## src/rtl/socket_pkg.sv

```systemverilog
// Shared types for the socket FIFO controllers on both sides of the same FIFO.
// Write side uses t_wr_state. Read side uses t_rd_state.
package socket_pkg;

  typedef enum logic [1:0] {
    st_idle  = 2'd0,
    st_run   = 2'd1,
    st_drain = 2'd2
  } t_wr_state;

  typedef enum logic [1:0] {
    st_rd_idle  = 2'd0,
    st_rd_fetch = 2'd1,
    st_rd_drain = 2'd2
  } t_rd_state;

endpackage

```

## src/rtl/socket_hold_reg.sv

```systemverilog
// One-entry register slice. It can load a new sample and hand out the old one
// in the same cycle, so it sustains one sample per cycle while the sink is ready.
module socket_hold_reg #(
  parameter int DATA_W = 8
) (
  input  logic              i_clk,
  input  logic              i_rst,
  input  logic              in_valid,
  output logic              in_ready,
  input  logic [DATA_W-1:0] in_data,
  output logic              out_valid,
  input  logic              out_ready,
  output logic [DATA_W-1:0] out_data
);

  logic              hold_valid;
  logic [DATA_W-1:0] hold_data;

  assign in_ready  = ~hold_valid | out_ready;
  assign out_valid = hold_valid;
  assign out_data  = hold_data;

  always_ff @(posedge i_clk or posedge i_rst) begin
    if (i_rst) begin
      hold_valid <= 1'b0;
      hold_data  <= '0;
    end else if (in_valid && in_ready) begin
      hold_valid <= 1'b1;
      hold_data  <= in_data;
    end else if (hold_valid && out_ready) begin
      hold_valid <= 1'b0;
    end
  end

endmodule

```

## src/rtl/socket_writer.sv

```systemverilog
// Producer-side socket controller. It accepts FRAME_LEN samples per i_start
// and writes them into the socket FIFO through a one-entry hold register.
//
// state    | meaning
// st_idle  | waiting for i_start, nothing accepted
// st_run   | accepting samples until FRAME_LEN have been taken
// st_drain | last sample held, waiting for the FIFO to take it
module socket_writer
  import socket_pkg::*;
#(
  parameter int DATA_W    = 8,
  parameter int FRAME_LEN = 4,
  parameter int FCNT_W    = 16
) (
  input  logic              i_clk,
  input  logic              i_rst,
  input  logic              i_start,
  input  logic [DATA_W-1:0] i_data,
  input  logic              i_valid,
  output logic              o_ready,
  input  logic              i_full,
  output logic              o_wr_en,
  output logic [DATA_W-1:0] o_wr_data,
  output logic              o_busy,
  output logic              o_frame_done,
  output logic [FCNT_W-1:0] o_frame_cnt
);

  localparam int CNT_W = $clog2(FRAME_LEN + 1);
  localparam logic [CNT_W-1:0] LAST_IDX = CNT_W'(FRAME_LEN - 1);

  t_wr_state         state, state_nxt;
  logic [CNT_W-1:0]  sample_cnt, sample_cnt_nxt;
  logic [FCNT_W-1:0] frame_cnt_nxt;
  logic              in_run;
  logic              hold_in_ready;
  logic              hold_valid;
  logic              accept;

  assign in_run  = (state == st_run);
  assign o_ready = in_run & hold_in_ready;
  assign accept  = i_valid & o_ready;
  assign o_wr_en = hold_valid & ~i_full;
  assign o_busy  = (state == st_run) | (state == st_drain);

  socket_hold_reg #(
    .DATA_W(DATA_W)
  ) u_hold (
    .i_clk    (i_clk),
    .i_rst    (i_rst),
    .in_valid (i_valid & in_run),
    .in_ready (hold_in_ready),
    .in_data  (i_data),
    .out_valid(hold_valid),
    .out_ready(~i_full),
    .out_data (o_wr_data)
  );

  always_ff @(posedge i_clk or posedge i_rst) begin
    if (i_rst) begin
      state       <= st_idle;
      sample_cnt  <= '0;
      o_frame_cnt <= '0;
    end else begin
      state       <= state_nxt;
      sample_cnt  <= sample_cnt_nxt;
      o_frame_cnt <= frame_cnt_nxt;
    end
  end

  // Frame completion is combinational so the pulse lines up with the final write.
  always_comb begin
    state_nxt      = state;
    sample_cnt_nxt = sample_cnt;
    frame_cnt_nxt  = o_frame_cnt;
    o_frame_done   = 1'b0;
    case (state)
      st_idle: begin
        if (i_start) begin
          sample_cnt_nxt = '0;
          state_nxt      = st_run;
        end
      end
      st_run: begin
        if (accept) begin
          sample_cnt_nxt = sample_cnt + CNT_W'(1);
          if (sample_cnt == LAST_IDX) state_nxt = st_drain;
        end
      end
      st_drain: begin
        if (o_wr_en) begin
          o_frame_done  = 1'b1;
          frame_cnt_nxt = o_frame_cnt + FCNT_W'(1);
          state_nxt     = st_idle;
        end
      end
      default: state_nxt = st_idle;
    endcase
  end

endmodule

```

## config.mk

```make
export PLATFORM = sky130hd
export DESIGN_NAME = socket_writer
export DESIGN_NICKNAME = d
export VERILOG_FILES = /design/src/rtl/socket_pkg.sv /design/src/rtl/socket_hold_reg.sv /design/src/rtl/socket_writer.sv
export SDC_FILE = /design/constraint.sdc
export NUM_CORES = 1
export LEC_CHECK = 0
export CAP_MARGIN = 20
export CORE_MARGIN = 3
export CORE_UTILIZATION = 50
export CTS_BUF_LIST = sky130_fd_sc_hd__clkbuf_4 sky130_fd_sc_hd__clkbuf_8
export DETAILED_ROUTE_END_ITERATION = 16
export PLACE_DENSITY = 0.84
export SLEW_MARGIN = 40
export SYNTH_ARGS = -nofsm -noshare
export SYNTH_HDL_FRONTEND = slang
export SYNTH_SLANG_ARGS = --single-unit
export TNS_END_PERCENT = 5
```

## constraint.sdc

```tcl
create_clock -name i_clk -period 3.65 [get_ports i_clk]
set_input_delay 0.73 -clock i_clk [delete_from_list [all_inputs] [get_ports i_clk]]
set_output_delay 0.73 -clock i_clk [all_outputs]
set_load 0.005 [all_outputs]
```

After elaboration in Yosys (flattened, before gate mapping)
Index checks and enable logic that the tools add are counted.
Operators by class
  add/sub/neg operators: 2
  equality and inequality tests: 7
  muxes and demuxes: 12
  bitwise operators: 8
  reduce and logical (&&, ||, !) cells: 8
Operators with widths (number)
  adder 16 x 1 -> 16 bit, second input constant: 1
  2-to-1 mux 2 bit: 4
  2-to-1 mux 3 bit: 2
  case mux 2 bit (3 select lines): 1
  case mux 3 bit (2 select lines): 1
  AND 1 bit: 4
  2-to-1 mux 1 bit: 4
  != test 2 x 1 -> 1 bit, second input constant: 2
  != test 2 bit, second input constant: 2
  AND reduction 4 bit: 1
  nonzero test 2 bit: 2
  adder 3 x 1 -> 3 bit, second input constant: 1
  == test 3 x 2 -> 1 bit, second input constant: 1
  AND reduction 3 bit: 1
  == test 2 x 1 -> 1 bit, second input constant: 1
  == test 2 bit, second input constant: 1
  logical AND 1 bit: 2
  zero test 2 bit: 1
  inverter 1 bit: 2
  OR 1 bit: 2
  AND reduction 2 bit: 1
Storage, ports and cells
  flip-flop bits (word level): 30
  output and inout bits: 28
  word-level logic and storage cells: 42

Longest topological paths before layout
  depth after elaboration: 6
  gate-level depth with buffers: 6
  mapped depth without buffers: 6

Modules after synthesis
From an unflattened synthesis, not the netlist that was laid out.
Second synthesis, totals
  cells, all modules: 113
  area, all modules: 1462.7 sq um
By module, submodules not included
  socket_writer: times used 1, cells each 92, area an instance 1073.5 sq um, seq. area each 525.5 sq um
  socket_hold_reg: times used 1, cells each 21, area an instance 389.1 sq um, seq. area each 225.2 sq um

Worst setup path before layout
Ideal clock, no wire load.
  path kind: input to output
  from: input port i_full
  to: output port o_frame_done
  arrival: 1.238 ns
  setup slack: 1.682 ns
  cell stages on the path: 3
  path buffers: 1
  cell sequence: and2b_1 and2_1 clkbuf_1
Between the ends
  word-level cells in the longest chain between the ends: 4
Ends and longest elaborated chain
  start, declared: RTL line socket_writer.sv:21  | input logic i_full,
  inverter 1 bit: RTL line socket_writer.sv:43  | assign o_wr_en = hold_valid & ~i_full;
  AND 1 bit: RTL line socket_writer.sv:43
  2-to-1 mux 1 bit: RTL line socket_writer.sv:91  | if (o_wr_en) begin
  2-to-1 mux 1 bit: RTL line socket_writer.sv:77  | case (state)
  end, declared: RTL line socket_writer.sv:25  | output logic o_frame_done,
Every way passes these cells.

Final worst setup path
Ends and elaborated chain as after synthesis.

==> results by group <==
Clock tree
  • Num CTS Buffers: 5
  • Sink Count: 30
  • Clock root buffer: clkbuf_4
  • CTS tree: yes
  • Worst skew pair latency: 0.32 ns
  • Reg clk slew, reported paths: 0.09 ns
  • Post-CTS Setup Bufs: 0
  • PostCTS Resize Cnt: 0
  • Max Buffers Root-to-Sink: 2
  • H-tree levels: 2
  • Post-CTS Hold Fix Bufs: 0

Status
  • Run status: completed

Synth
  • Avg Cell Area, Syn: 12.1 µm²
  • Synth area leaders: dfrtp_1 53%, mux2_2 8.8%, ha_1 7.1%
  • Leading area contributor after synthesis: dfrtp_1
  • Synthesized area: 1410 µm²
  • Synth cell types: 26
  • Register bit total from synthesis: 30
  • Syn_nets: 137
  • Main combinational cell family by area after synthesis: simple AND/OR/NAND/NOR gates
  • Complex-gate fraction of the synthesized area: 3.64%
  • Post-synth top area share: 53.3%
  • Number of synthesis warnings: 0
  • Xor/xnor share of the synthesized area: 9.33%
  • Adder and majority cell fraction of the synthesized area: 7.11%
  • Post-synthesis mux area share: 8.80%
  • Sequential area share after synthesis: 53.3%
  • Post-synthesis simple-gate area fraction: 15.4%
  • Mapped Cells: 116

Timing
  • Fin crit period: 2.97 ns
  • Setup Skew: 0.00704 ns
  • Final WS setup: 0.682 ns
  • Worst slew pin tran: 0.610 ns
  • Slew margin rel.: 59.2%
  • Fmax: 337 MHz
  • Final period util: 81.3%
  • Setup TNS: 0 ns
  • RSZ-0062 raised after global routing: no
  • Fin. max-slew vios: 0
  • Final Setup Violations: 0
  • Hold Vio Cnt, Final: 0

Detailed routing
  • DRC: 0
  • Drt via density: 5.36
  • Drt pass-1 iters: 4
  • Total number of vias: 1034
  • Detailed router's first-iteration violation count: 24
  • Remaining antenna violation count: 0
  • Routed wire length: 2820 µm
  • DR WL/cell: 14.6 µm

Die
  • IO Count: 41
  • Die Width: 59.1 µm
  • Initial core utilization: 54.8%
  • Die Ht: 59.1 µm
  • Core region area: 2570 µm²
  • Die ar.: 3490 µm²
  • Core Rows: 18

Finish
  • NumNets Final: 183
  • Area Growth Syn to Fin: 35.4%
  • FILL cells: 197
  • # diodes: 0
  • Layout cells sized above 1: 16.0%

Worst setup path
  • Cell mode on critical path: clkdlybuf4s50_1
  • Critical Path, Cell by Cell: clkdlybuf4s50_1 > and2b_1 > and2_1 > clkdlybuf4s50_1
  • Worst-path cell with the longest stage delay: clkdlybuf4s50_1
  • Top delay family on crit path: buffers and inverters
  • WP data arrival: 2.24 ns
  • Worst path bufs/invs: 2
  • Crit path launch type: primary input
  • Endpoint class of the critical path: output port
  • CP max FO: 5
  • Delay of the slowest critical-path stage: 0.52 ns
  • Worst Path Required: 2.92 ns
  • CP Class: in -> out

Global route
  • Vias in the first global route: 1080
  • Remaining global-route overflow: 0
  • Total GRT Usage: 18.1%
  • Pin count of the biggest net entering global routing: 31
  • First-pass GRT wire length: 4660 µm
  • Initial antenna violation count: 0

Pwr
  • Peak supply drop: 0.437 mV
  • Pwr/cell area: 594 nW/µm²
  • Lkg Pwr: 0.899 nW

Placed design
  • Place WS: 0.682 ns
  • Detail Placement HPWL: 2210 µm
  • GP Congestion: 0.717
  • # port buffers: 40

Hold path
  • Worst Hold Class: reg -> reg

Run
  • Max-Cap Viols: 0
## stage by stage
step | power [W] | cell area [µm²] | hold slack [ns] | std cells | utilization [%]
after global routing | 0.00121 | 1910 | 0.490 | 193 | 74.2
after floorplan | 0.000697 | 1410 | 0.450 | 116 | -
final | 0.00113 | 1910 | 0.471 | 193 | 74.2
after detailed placement | 0.000930 | 1840 | 0.466 | 185 | 71.7
after CTS | 0.00114 | 1910 | 0.479 | 193 | 74.2
after global placement | 0.000896 | 1840 | 0.461 | 185 | 71.7
## worst reg2reg max path, stage by stage (launching register included)
cell     delay [ns]
dfrtp_1        0.41
inv_1          0.14
ha_1           0.19
inv_1          0.09
a21oi_1        0.27
nand2_1        0.30
mux2_2         0.36
## Yosys cell counts
library cell	instances
a21boi_0	1
and2_1	2
nor2_1	2
dfrtp_1	30
nand2b_1	1
nand2_1	15
clkbuf_1	1
and4_1	2
ha_1	8
nand4b_4	1
nor4_4	1
and3_1	2
mux2_2	11
o21ai_0	3
or2_2	3
nor3_2	1
o211ai_1	1
a21oi_1	1
nand4_1	2
o221ai_1	1
inv_1	8
and2b_1	1
nand3_1	2
o21a_1	1
xor2_1	6
xnor2_1	9
## state kept, by name, indices dropped and copies added (netlist names)
register	cells
o_frame_cnt	16
sample_cnt	3
u_hold.out_data	8
state	2
u_hold.out_valid	1
## worst paths after layout
| kind | from | to | slack, ns | depth (start not counted) |
|---|---|---|---|---|
| worst max-delay path | i_full | o_frame_done | 0.68 | 4 |
| worst min-delay path | o_frame_cnt[15] | o_frame_cnt[15] | 0.47 | 1 |
| worst max register to register | state[1] | u_hold.out_data[0] | 1.80 | 6 |
| worst min register to register | o_frame_cnt[15] | o_frame_cnt[15] | 0.47 | 1 |
| max in group asynchronous | i_rst | o_frame_cnt[12] | 2.46 | 2 |
| min in group asynchronous | i_rst | o_frame_cnt[7] | 0.79 | 2 |
## placed cells by master, fill, tap and decap left out, drive strengths merged, types with 3 or more instances in the layout
| master | n |
|---|---|
| mux2 | 11 |
| dfrtp | 30 |
| o21ai | 3 |
| clkdlybuf4s50 | 40 |
| inv | 8 |
| xor2 | 6 |
| nand2 | 15 |
| ha | 8 |
| xnor2 | 9 |
| or2 | 3 |
| clkbuf | 7 |
## power breakdown
group          total [W]  internal, W  switching [W]
Clock           0.000209     0.000101       0.000109
Combinational   0.000442     0.000266       0.000175
Sequential      0.000480     0.000417      0.0000629
Total            0.00113     0.000784       0.000347
## layer usage
layer  share of wire, %  GRT usage [%]  vias to the layer above
met1                 39           20.1                      488
met4                2.0           9.06                        0
li1                   -              -                      482
met5                  0              0                        -
met2                 52           31.4                       55
met3                7.1           5.45                        9
## cell families after synthesis
logic type	count (synthesis)
and+or+nand+nor	35
xor gates and xnor gates	15
DFF	30
buffers and inverters	9
adders and majority gates	8
AOI/OAI and AO/OA	8
muxes	11
## area by class of cell
cell class	count	area (µm²)	share of cell area, %
Clock buffer	7	58.8	3.09
Tap cell	30	37.5	1.97
Clock inverter	1	5.00	0.263
Sequential cell	30	751	39.4
Multi-Input combinational cell	77	623	32.7
Timing Repair Buffer	40	400	21.0
Inverter	8	30.0	1.58
(Power assumes the default switching activity.)
